## config.mk

```make
export PLATFORM = sky130hd
export DESIGN_NAME = clock_set_ctrl_flat
export DESIGN_NICKNAME = d
export VERILOG_FILES = /design/src/rtl/clock_set_pkg.sv /design/src/rtl/clock_set_ctrl_if.sv /design/src/rtl/clock_set_ctrl_mod_counter.sv /design/src/rtl/clock_set_ctrl.sv /design/src/flat_wrapper.sv
export SDC_FILE = /design/constraint.sdc
export NUM_CORES = 1
export LEC_CHECK = 0
export ABC_CLOCK_PERIOD_IN_PS = 1900
export CORE_MARGIN = 2
export CORE_UTILIZATION = 48
export DETAILED_ROUTE_END_ITERATION = 7
export GPL_TIMING_DRIVEN = 0
export PLACE_DENSITY_LB_ADDON = 0.3
export SLEW_MARGIN = 15
export SYNTH_ARGS = -nofsm -noshare
export SYNTH_HDL_FRONTEND = slang
export SYNTH_SLANG_ARGS = --single-unit
```

## constraint.sdc

```tcl
create_clock -name clk_10000Hz -period 1.9 [get_ports clk_10000Hz]
set_clock_uncertainty 0.2 [all_clocks]
set_input_delay 0.38 -clock clk_10000Hz [delete_from_list [all_inputs] [get_ports clk_10000Hz]]
set_output_delay 0.38 -clock clk_10000Hz [all_outputs]
set_load 0.01 [all_outputs]
```

## src/rtl/clock_set_pkg.sv

```systemverilog
// Shared encodings, field limits and widths for the HH:MM:SS set-mode timekeeper.
package clock_set_pkg;

    localparam int HOUR_W = 5;
    localparam int MIN_W  = 6;
    localparam int SEC_W  = 6;

    localparam int HOUR_MAX = 23;
    localparam int MIN_MAX  = 59;
    localparam int SEC_MAX  = 59;

    typedef enum logic [1:0] {
        MODE_RUN      = 2'd0,
        MODE_SET_HOUR = 2'd1,
        MODE_SET_MIN  = 2'd2,
        MODE_SET_SEC  = 2'd3
    } mode_t;

    // Long press walks RUN -> hour -> minute -> second -> RUN.
    function automatic mode_t next_mode(input mode_t cur);
        case (cur)
            MODE_RUN:      next_mode = MODE_SET_HOUR;
            MODE_SET_HOUR: next_mode = MODE_SET_MIN;
            MODE_SET_MIN:  next_mode = MODE_SET_SEC;
            default:       next_mode = MODE_RUN;
        endcase
    endfunction

endpackage

```

## src/rtl/clock_set_ctrl_if.sv

```systemverilog
// Button pulses in, time/mode/blink out, between short_or_long and the display driver.
interface clock_set_if;

    logic       inc_short;
    logic       inc_long;
    logic [4:0] hour;
    logic [5:0] minute;
    logic [5:0] second;
    logic [1:0] mode;
    logic       blink;

    modport master (
        output inc_short, inc_long,
        input  hour, minute, second, mode, blink
    );

    modport slave (
        input  inc_short, inc_long,
        output hour, minute, second, mode, blink
    );

endinterface

```

## src/rtl/clock_set_ctrl_mod_counter.sv

```systemverilog
// Wrapping 0..MAX field counter; carry flags the increment that wraps.
module mod_counter #(
    parameter int WIDTH = 6,
    parameter int MAX   = 59
) (
    input  logic             clk_10000Hz,
    input  logic             rst,
    input  logic             inc,
    output logic [WIDTH-1:0] value,
    output logic             carry
);

    localparam logic [WIDTH-1:0] MAX_V = WIDTH'(MAX);

    assign carry = inc && (value == MAX_V);

    always_ff @(posedge clk_10000Hz) begin
        if (rst) begin
            value <= '0;
        end else if (inc) begin
            value <= (value == MAX_V) ? '0 : value + WIDTH'(1);
        end
    end

endmodule

```

## src/rtl/clock_set_ctrl.sv

```systemverilog
// 24 h timekeeper with long-press field select and short-press field increment.
// Optional field blinking in set mode is enabled by defining BLINK_EN.
module clock_set_ctrl
    import clock_set_pkg::*;
#(
    parameter int TICK_DIV  = 10000,
    parameter int BLINK_DIV = 2500
) (
    input  logic        clk_10000Hz,
    input  logic        rst,
    clock_set_if.slave  bus
);

    if (TICK_DIV < 2 || BLINK_DIV < 1) begin : g_bad_params
        $error("clock_set_ctrl: TICK_DIV must be >= 2 and BLINK_DIV >= 1");
    end

    localparam int PW = $clog2(TICK_DIV);
    localparam logic [PW-1:0] PRESC_LAST = PW'(TICK_DIV - 1);

    mode_t              mode_q;
    logic [PW-1:0]      presc;
    logic               run;
    logic               tick;
    logic               set_short;
    logic               sec_inc, min_inc, hour_inc;
    logic               sec_carry, min_carry;
    logic [HOUR_W-1:0]  hour_v;
    logic [MIN_W-1:0]   min_v;
    logic [SEC_W-1:0]   sec_v;

    // A long press wins over both the tick and a simultaneous short press.
    always_comb begin
        run       = (mode_q == MODE_RUN);
        tick      = run && !bus.inc_long && (presc == PRESC_LAST);
        set_short = bus.inc_short && !bus.inc_long;
        sec_inc   = run ? tick      : (set_short && mode_q == MODE_SET_SEC);
        min_inc   = run ? sec_carry : (set_short && mode_q == MODE_SET_MIN);
        hour_inc  = run ? min_carry : (set_short && mode_q == MODE_SET_HOUR);
    end

    mod_counter #(.WIDTH(SEC_W), .MAX(SEC_MAX)) u_sec (
        .clk_10000Hz (clk_10000Hz),
        .rst         (rst),
        .inc         (sec_inc),
        .value       (sec_v),
        .carry       (sec_carry)
    );

    mod_counter #(.WIDTH(MIN_W), .MAX(MIN_MAX)) u_min (
        .clk_10000Hz (clk_10000Hz),
        .rst         (rst),
        .inc         (min_inc),
        .value       (min_v),
        .carry       (min_carry)
    );

    mod_counter #(.WIDTH(HOUR_W), .MAX(HOUR_MAX)) u_hour (
        .clk_10000Hz (clk_10000Hz),
        .rst         (rst),
        .inc         (hour_inc),
        .value       (hour_v),
        .carry       ()
    );

    // Prescaler idles at 0 outside RUN, so re-entering RUN gives a full second.
    always_ff @(posedge clk_10000Hz) begin
        if (rst) begin
            mode_q <= MODE_RUN;
            presc  <= '0;
        end else if (bus.inc_long) begin
            mode_q <= next_mode(mode_q);
            presc  <= '0;
        end else if (!run || presc == PRESC_LAST) begin
            presc  <= '0;
        end else begin
            presc  <= presc + PW'(1);
        end
    end

`ifdef BLINK_EN
    localparam int BW = (BLINK_DIV > 1) ? $clog2(BLINK_DIV) : 1;
    localparam logic [BW-1:0] BLINK_LAST = BW'(BLINK_DIV - 1);

    logic [BW-1:0] blink_cnt;
    logic          blink_q;

    // Any button activity restarts the blink phase with the field visible.
    always_ff @(posedge clk_10000Hz) begin
        if (rst || run || bus.inc_long || bus.inc_short) begin
            blink_cnt <= '0;
            blink_q   <= 1'b1;
        end else if (blink_cnt == BLINK_LAST) begin
            blink_cnt <= '0;
            blink_q   <= ~blink_q;
        end else begin
            blink_cnt <= blink_cnt + BW'(1);
        end
    end

    assign bus.blink = blink_q;
`else
    assign bus.blink = 1'b1;
`endif

    assign bus.hour   = hour_v;
    assign bus.minute = min_v;
    assign bus.second = sec_v;
    assign bus.mode   = mode_q;

endmodule

```

## src/flat_wrapper.sv

```systemverilog
// flat-port wrapper written by rule: the top's interface ports become plain ports
module clock_set_ctrl_flat import clock_set_pkg::*;
#(
    parameter int TICK_DIV  = 10000,
    parameter int BLINK_DIV = 2500
)
  (clk_10000Hz, rst, bus_inc_short, bus_inc_long, bus_hour, bus_minute, bus_second, bus_mode, bus_blink);
  clock_set_if bus_i ();
  input  logic clk_10000Hz;
  input  logic rst;
  input wire logic [$bits(bus_i.inc_short)-1:0] bus_inc_short;
  input wire logic [$bits(bus_i.inc_long)-1:0] bus_inc_long;
  output wire logic [$bits(bus_i.hour)-1:0] bus_hour;
  output wire logic [$bits(bus_i.minute)-1:0] bus_minute;
  output wire logic [$bits(bus_i.second)-1:0] bus_second;
  output wire logic [$bits(bus_i.mode)-1:0] bus_mode;
  output wire logic [$bits(bus_i.blink)-1:0] bus_blink;
  assign bus_i.inc_short = bus_inc_short;
  assign bus_i.inc_long = bus_inc_long;
  assign bus_hour = bus_i.hour;
  assign bus_minute = bus_i.minute;
  assign bus_second = bus_i.second;
  assign bus_mode = bus_i.mode;
  assign bus_blink = bus_i.blink;
  clock_set_ctrl #(.TICK_DIV(TICK_DIV), .BLINK_DIV(BLINK_DIV)) u_core (.clk_10000Hz(clk_10000Hz), .rst(rst), .bus(bus_i));
endmodule
```

==> impl_metrics.env, run 1 <==
export IMPL_synthFlopType="dfxtp_1"
export IMPL_die_h_um=63.3
export IMPL_max_cap_violations=0
export IMPL_portBuffers=20
export IMPL_gr_usage_all_layers_pct=19.1
export IMPL_hold_viol=0
export IMPL_cp_slowest_cell="or4b_1"
export IMPL_synth_edf_count=0
export IMPL_synthDistinctLibCells=45
export IMPL_core_area_um2=3360
export IMPL_drt_total_wl_um=3590
export IMPL_cp_slowest_stage_delay_ns=0.47
export IMPL_drive_above_1_share_pct=24.7
export IMPL_synth_cells=198
export IMPL_ys_seq_elements=33
export IMPL_setup_viol=4
export IMPL_vias_per_cell=5.43
export IMPL_status="complete, but fails checks"
export IMPL_worst_path_buf_inv=0
export IMPL_rr_worst_depth=6
export IMPL_start_kind="flip-flop"
export IMPL_slew_viol_final=0
export IMPL_grt_pass1_vias=1374
export IMPL_syn_area_um2=1690
export IMPL_r2r_start="u_core.u_sec.value[1]$_SDFFE_PP0N_"
export IMPL_violations="setup timing"
export IMPL_irDropWorstVdd_mv=0.490
export IMPL_worst_skew_pair_late_latency_ns=0.33
export IMPL_synth_most_common_cell="nor2_1"
export IMPL_clk_path_buf_depth=2
export IMPL_drcViolationCount=0
export IMPL_cts_hold_buf=0
export IMPL_crit_end="u_core.u_hour.value[4]$_SDFFE_PP0P_"
export IMPL_diodes=0
export IMPL_crit_chain="ha_4, nand4_1, nor4_2, o2bb2ai_2, or4b_1, a21oi_1"
export IMPL_arrival_ns=2.04
export IMPL_final_util_pct=66.0
export IMPL_placed_area_um2=2020
export IMPL_clock_sinks=33
export IMPL_synth_nets=210
export IMPL_die_w_um=63.3
export IMPL_nets=246
export IMPL_worstPathRequired_ns=1.96
export IMPL_min_period_over_period_pct=104
export IMPL_clk_pin_slew_worst_paths_ns=0.10
export IMPL_die_area_um2=4000
export IMPL_r2r_end="u_core.u_hour.value[4]$_SDFFE_PP0P_"
export IMPL_critPathCaptureType="flip-flop"
export IMPL_antenna_found_initial=0
export IMPL_regToRegSetupSlack_ns=-0.07
export IMPL_power_total_mw=1.23
export IMPL_place_congestion=0.846
export IMPL_fill_cells=310
export IMPL_critical_path_peak_fanout=4
export IMPL_finalCriticalPeriod_ns=1.97
export IMPL_grt_pass1_wl_um=6150
export IMPL_grt_start_max_net_pins=11
export IMPL_clock_fmax_mhz=507
export IMPL_hold_path_startpoint="bus_inc_long"
export IMPL_power_density_nw_per_um2=554
export IMPL_fin_area_um2=2220
export IMPL_hold_class="in2reg"
export IMPL_ys_warn_count=0
export IMPL_cts_tree="done"
export IMPL_setup_slack_ns=-0.0724
export IMPL_wl_per_cell_um=12.8
export IMPL_yosys_top_cells_count="nor2_1, dfxtp_1, nand2_1"
export IMPL_avgSynthCellArea_um2=8.52
export IMPL_syn_to_final_growth_pct=31.7
export IMPL_h_tree_depth=2
export IMPL_io_pins=24
export IMPL_rsz0062_at_grt="true"
export IMPL_cts_inserted_buffers=5
export IMPL_cp_depth=6
export IMPL_setup_worst_path_class="reg2reg"
export IMPL_dp_hpwl_um=2410
export IMPL_startpoint="u_core.u_sec.value[1]$_SDFFE_PP0N_"
export IMPL_start_util_pct=50.1
export IMPL_yosysSeqAreaShare_pct=39.2
export IMPL_rows=21
export IMPL_leakage_nw=0.802
export IMPL_synth_area_leader_cell="dfxtp_1"
export IMPL_ys_top_cells_by_area="dfxtp_1, nor2_1, ha_1, nand2_1, nand3_1"
export IMPL_drt_iter0_drc=157
export IMPL_drtAntennaViolNets=0
export IMPL_async_flop_share_pct=0
export IMPL_root_buffer="clkbuf_4"
export IMPL_synth_top_area_share_pct=39.2
export IMPL_cp_top_family="simple AND/OR/NAND/NOR gates"
export IMPL_vias=1526
export IMPL_first_pass_iters=4
export IMPL_grt_ovfl_total=0
==> state kept, by name (all words and copies together), names as in the netlist <==
signal               cells
u_core.bus.mode          2
u_core.presc            14
u_core.u_sec.value       6
u_core.u_hour.value      5
u_core.u_min.value       6
==> stage by stage <==
step | setup TNS, ns | std cells | setup WS [ns] | hold WS, ns
floorplan | -0.106 | 198 | -0.0777 | 0.220
global placement | -4.11 | 264 | -0.393 | 0.227
detailed placement | -3.88 | 264 | -0.386 | 0.234
CTS | -0.265 | 281 | -0.0825 | 0.142
global route | -1.45 | 281 | -0.184 | 0.173
finish | -0.237 | 281 | -0.0724 | 0.162
==> placed cells by master, fill, tap and decap left out, types with 3 or more instances in the layout <==
master            n
dfxtp_4           6
clkbuf_1          4
dfxtp_1          16
nor2_1           34
nand3_1          12
o21ai_0           5
mux2i_1           3
nor3_1            3
xnor2_1           6
inv_1             3
ha_1              4
buf_6             4
clkdlybuf4s50_1  18
buf_4             8
xor2_1            6
ha_4              4
dfxtp_2          11
nand4_1           5
a21oi_1          10
nand2_1          19
clkbuf_4          5
and3_1            6
==> worst min-delay path by stage <==
stage,end,slack (ns),cells past startpoint
after floorplan,u_core.presc[0]$_SDFF_PP0_,0.22,1
after global placement,u_core.presc[0]$_SDFF_PP0_,0.23,1
after detailed placement,u_core.presc[0]$_SDFF_PP0_,0.23,1
after CTS,u_core.bus.mode[0]$_SDFFE_PP0P_,0.14,3
after global routing,u_core.bus.mode[1]$_SDFFE_PP0P_,0.17,3
final,u_core.bus.mode[1]$_SDFFE_PP0P_,0.16,3
==> repair_timing <==
item | CTS | global route
endpoints found under the setup margin | 20 | 34
pin swaps | 9 | 2
setup buffers | 9 | 0
gates resized for setup | 13 | 16
==> final cells by class <==
cell class	count	area (um^2)	area share (%)
Multi-Input combinational cell	153	1070	48.1
Sequential cell	33	697	31.4
Timing Repair Buffer	29	273	12.3
Clock buffer	8	58.8	2.65
Tap cell	46	57.6	2.59
Buffer	7	46.3	2.08
Inverter	5	21.3	0.958
==> logic make-up (layout without fill, tap and decap cells) <==
| group | count (synthesis) | after routing | synth area share [%] |
|---|---|---|---|
| other cells | 1 | 1 | 0.222 |
| flops | 33 | 33 | 39.2 |
| mux | 3 | 3 | 1.78 |
| simple gates | 96 | 96 | 29.6 |
| xor+xnor | 12 | 12 | 6.23 |
| buf+inv | 12 | 49 | 3.41 |
| compound gates | 33 | 33 | 13.7 |
| fa+ha+maj | 8 | 8 | 5.93 |
==> worst register-to-register path: stages, from the launching register on <==
cell	delay, ns
dfxtp_4	0.38
ha_4	0.13
nand4_1	0.14
nor4_2	0.34
o2bb2ai_2	0.13
or4b_1	0.47
a21oi_1	0.12
==> layer usage <==
layer | global-route usage, % | vias up | share of wire (%)
met5 | 0 | - | 0
met4 | 6.25 | 0 | 1.1
met3 | 3.57 | 4 | 4.3
met2 | 33.2 | 41 | 49
met1 | 23.6 | 708 | 45
li1 | - | 773 | -
==> power breakdown <==
group          total [mW]  switching, mW  internal (mW)
Combinational       0.110         0.0573         0.0527
Clock               0.414          0.232          0.183
Sequential          0.705         0.0115          0.693
Note: power is estimated with default switching activity, not from simulation.
==> run 2: changes to the inputs <==
--- a/config.mk
+++ b/config.mk
@@ -5,12 +5,14 @@
 export SDC_FILE = /design/constraint.sdc
 export NUM_CORES = 1
 export LEC_CHECK = 0
+export ABC_AREA = 1
 export ABC_CLOCK_PERIOD_IN_PS = 1900
 export CORE_MARGIN = 2
-export CORE_UTILIZATION = 48
+export CORE_UTILIZATION = 49
 export DETAILED_ROUTE_END_ITERATION = 7
 export GPL_TIMING_DRIVEN = 0
 export PLACE_DENSITY_LB_ADDON = 0.3
+export RECOVER_POWER = 100
 export SLEW_MARGIN = 15
 export SYNTH_ARGS = -nofsm -noshare
 export SYNTH_HDL_FRONTEND = slang
==> run 2 against run 1 <==
The flow now finishes without violations. Sequential power up 0.6%. Global-route usage decreased by 1.7 points. Worst hold slack lost 0.071 ns. Die area is 1.0% higher. Final cell count up 12%.
==> impl_metrics.env, run 2 <==
export IMPL_status="finished, final reports clean"
export IMPL_start_util_pct=51.7
export IMPL_antenna_found_initial=0
export IMPL_top_register="u_core.presc"
export IMPL_avgSynthCellArea_um2=7.53
export IMPL_hold_path_startpoint="bus_inc_long"
export IMPL_r2r_end="u_core.u_hour.value[1]$_SDFFE_PP0P_"
export IMPL_synth_edf_count=0
export IMPL_power_total_mw=1.27
export IMPL_ys_seq_elements=33
export IMPL_fill_cells=300
export IMPL_synth_cells=231
export IMPL_worstPathRequired_ns=1.32
export IMPL_drcViolationCount=0
export IMPL_clock_sinks=33
export IMPL_synth_top_area_share_pct=38.0
export IMPL_yosys_top_cells_count="nand2_1, dfxtp_1, inv_1"
export IMPL_final_cell_mix="nand2_1, inv_1, nor2_1"
export IMPL_grt_start_max_net_pins=11
export IMPL_hold_class="in2reg"
export IMPL_leakage_nw=0.866
export IMPL_crit_chain="clkdlybuf4s50_1"
export IMPL_rr_worst_depth=10
export IMPL_min_period_over_period_pct=98.3
export IMPL_gr_usage_all_layers_pct=17.3
export IMPL_vias_per_cell=4.90
export IMPL_cp_top_family="buffers and inverters"
export IMPL_setup_viol=0
export IMPL_syn_to_final_growth_pct=31.5
export IMPL_ys_warn_count=0
export IMPL_cts_tree="done"
export IMPL_cts_inserted_buffers=5
export IMPL_finalCriticalPeriod_ns=1.87
export IMPL_setup_worst_path_class="reg2out"
export IMPL_max_cap_violations=0
export IMPL_die_h_um=63.6
export IMPL_grt_ovfl_total=0
export IMPL_r2r_start="u_core.u_sec.value[1]$_SDFFE_PP0N_"
export IMPL_cp_depth=1
export IMPL_root_buffer="clkbuf_4"
export IMPL_critPathCaptureType="primary output"
export IMPL_drtAntennaViolNets=0
export IMPL_min_delay_path_depth=2
export IMPL_clock_fmax_mhz=536
export IMPL_power_density_nw_per_um2=554
export IMPL_worst_skew_pair_late_latency_ns=0.34
export IMPL_drt_total_wl_um=3520
export IMPL_core_area_um2=3360
export IMPL_synth_most_common_cell="nand2_1"
export IMPL_grt_pass1_wl_um=5580
export IMPL_synth_nets=243
export IMPL_synthDistinctLibCells=33
export IMPL_placed_area_um2=2030
export IMPL_place_congestion=0.871
export IMPL_synth_area_leader_cell="dfxtp_1"
export IMPL_ys_top_cells_by_area="dfxtp_1, nand2_1, inv_1, ha_1, nor2_1"
export IMPL_vias=1542
export IMPL_hold_viol=0
export IMPL_fin_area_um2=2290
export IMPL_yosysSeqAreaShare_pct=38.0
export IMPL_dp_hpwl_um=2400
export IMPL_drive_above_1_share_pct=26.8
export IMPL_slew_viol_final=0
export IMPL_arrival_ns=1.29
export IMPL_cp_slowest_cell="clkdlybuf4s50_1"
export IMPL_io_pins=24
export IMPL_async_flop_share_pct=0
export IMPL_syn_area_um2=1740
export IMPL_die_w_um=63.6
export IMPL_wl_per_cell_um=11.2
export IMPL_drt_iter0_drc=107
export IMPL_irDropWorstVdd_mv=0.399
export IMPL_critical_path_peak_fanout=5
export IMPL_cts_hold_buf=0
export IMPL_h_tree_depth=2
export IMPL_die_area_um2=4040
export IMPL_regToRegSetupSlack_ns=0.07
export IMPL_synthFlopType="dfxtp_1"
export IMPL_portBuffers=22
export IMPL_min_to="u_core.bus.mode[0]$_SDFFE_PP0P_"
export IMPL_grt_pass1_vias=1354
export IMPL_cp_slowest_stage_delay_ns=0.55
export IMPL_first_pass_iters=4
export IMPL_diodes=0
export IMPL_start_kind="flip-flop"
export IMPL_final_common_cell="nand2_1"
export IMPL_nets=280
export IMPL_worst_path_buf_inv=1
export IMPL_rows=21
export IMPL_largest_reg_flops=14
export IMPL_clk_pin_slew_worst_paths_ns=0.09
export IMPL_clk_path_buf_depth=2
export IMPL_reg_top3="u_core.presc x14, u_core.u_min.value x6, u_core.u_sec.value x6"
==> run 2: changes by cell type after synthesis, sizes merged, moves of 3 or more <==
cell / change
and3: -6
nand3: +10
nor2: -5
nor3: +4
mux2i: -3
buf: -3
nand2: +23
a21oi: +9
inv: +30
==> run 2: worst max-delay path by stage <==
stage / from / end / slack (ns)
CTS: u_core.bus.mode[0]$_SDFFE_PP0P_ / u_core.u_hour.value[1]$_SDFFE_PP0P_ / -0.02
global placement: bus_inc_long / u_core.u_hour.value[1]$_SDFFE_PP0P_ / -0.35
detailed placement: bus_inc_long / u_core.u_hour.value[1]$_SDFFE_PP0P_ / -0.39
finish: u_core.u_sec.value[2]$_SDFFE_PP0N_ / bus_second[2] / 0.03
global route: u_core.presc[0]$_SDFF_PP0_ / u_core.u_sec.value[5]$_SDFFE_PP0N_ / -0.01
floorplan: u_core.bus.mode[1]$_SDFFE_PP0P_ / u_core.u_hour.value[0]$_SDFFE_PP0P_ / 0.03
==> run 2: stage by stage <==
| step | setup WS [ns] | cells | setup TNS [ns] | utilization [%] | hold slack, ns |
|---|---|---|---|---|---|
| finish | 0.0330 | 315 | 0 | 68.0 | 0.0915 |
| global route | -0.0134 | 315 | -0.0298 | 68.0 | 0.119 |
| CTS | -0.0196 | 309 | -0.0196 | 63.7 | 0.248 |
| detailed placement | -0.391 | 299 | -6.47 | 60.2 | 0.241 |
| global placement | -0.351 | 299 | -5.85 | 60.2 | 0.234 |
| floorplan | 0.0309 | 231 | 0 | - | 0.218 |
==> run 2: kinds of logic after synthesis <==
family / after synthesis / share of synthesized area (%)
xor+xnor: 9 / 4.53
other cells: 1 / 0.215
compound gates: 28 / 8.56
simple gates: 115 / 34.8
flops: 33 / 38.0
buf+inv: 37 / 8.20
fa+ha+maj: 8 / 5.75
==> run 2: power breakdown <==
part / switching, mW / internal [mW] / total [mW] / leakage (nW)
Combinational: 0.0609 / 0.0497 / 0.111 / 0.548
Clock: 0.233 / 0.214 / 0.447 / 0.0413
Sequential: 0.0117 / 0.698 / 0.709 / 0.277
==> run 2: what timing repair did <==
| item | 4_1_cts | 5_1_grt |
|---|---|---|
| gates resized for setup | 9 | 39 |
| pin swaps | 4 | 9 |
| endpoints found under the setup margin | 12 | 29 |
| setup buffers | 2 | 6 |
==> run 2: cell type report <==
class / count / area [um^2] / share of cell area, %
multi-input combinational: 161 / 1040 / 45.3
sequential: 33 / 694 / 30.3
timing repair buffer: 30 / 283 / 12.4
inverter: 35 / 134 / 5.85
clock buffer: 7 / 65.1 / 2.84
tap: 46 / 57.6 / 2.52
buffer: 2 / 12.5 / 0.547
clock inverter: 1 / 5.00 / 0.219
==> run 2: routing by layer <==
layer / part of all wire (%) / up-vias / track usage (%)
li1: - / 815 / -
met1: 46 / 685 / 21.2
met2: 46 / 32 / 27.1
met3: 5.5 / 10 / 5.36
met4: 2.4 / 0 / 9.24
met5: 0 / - / 0
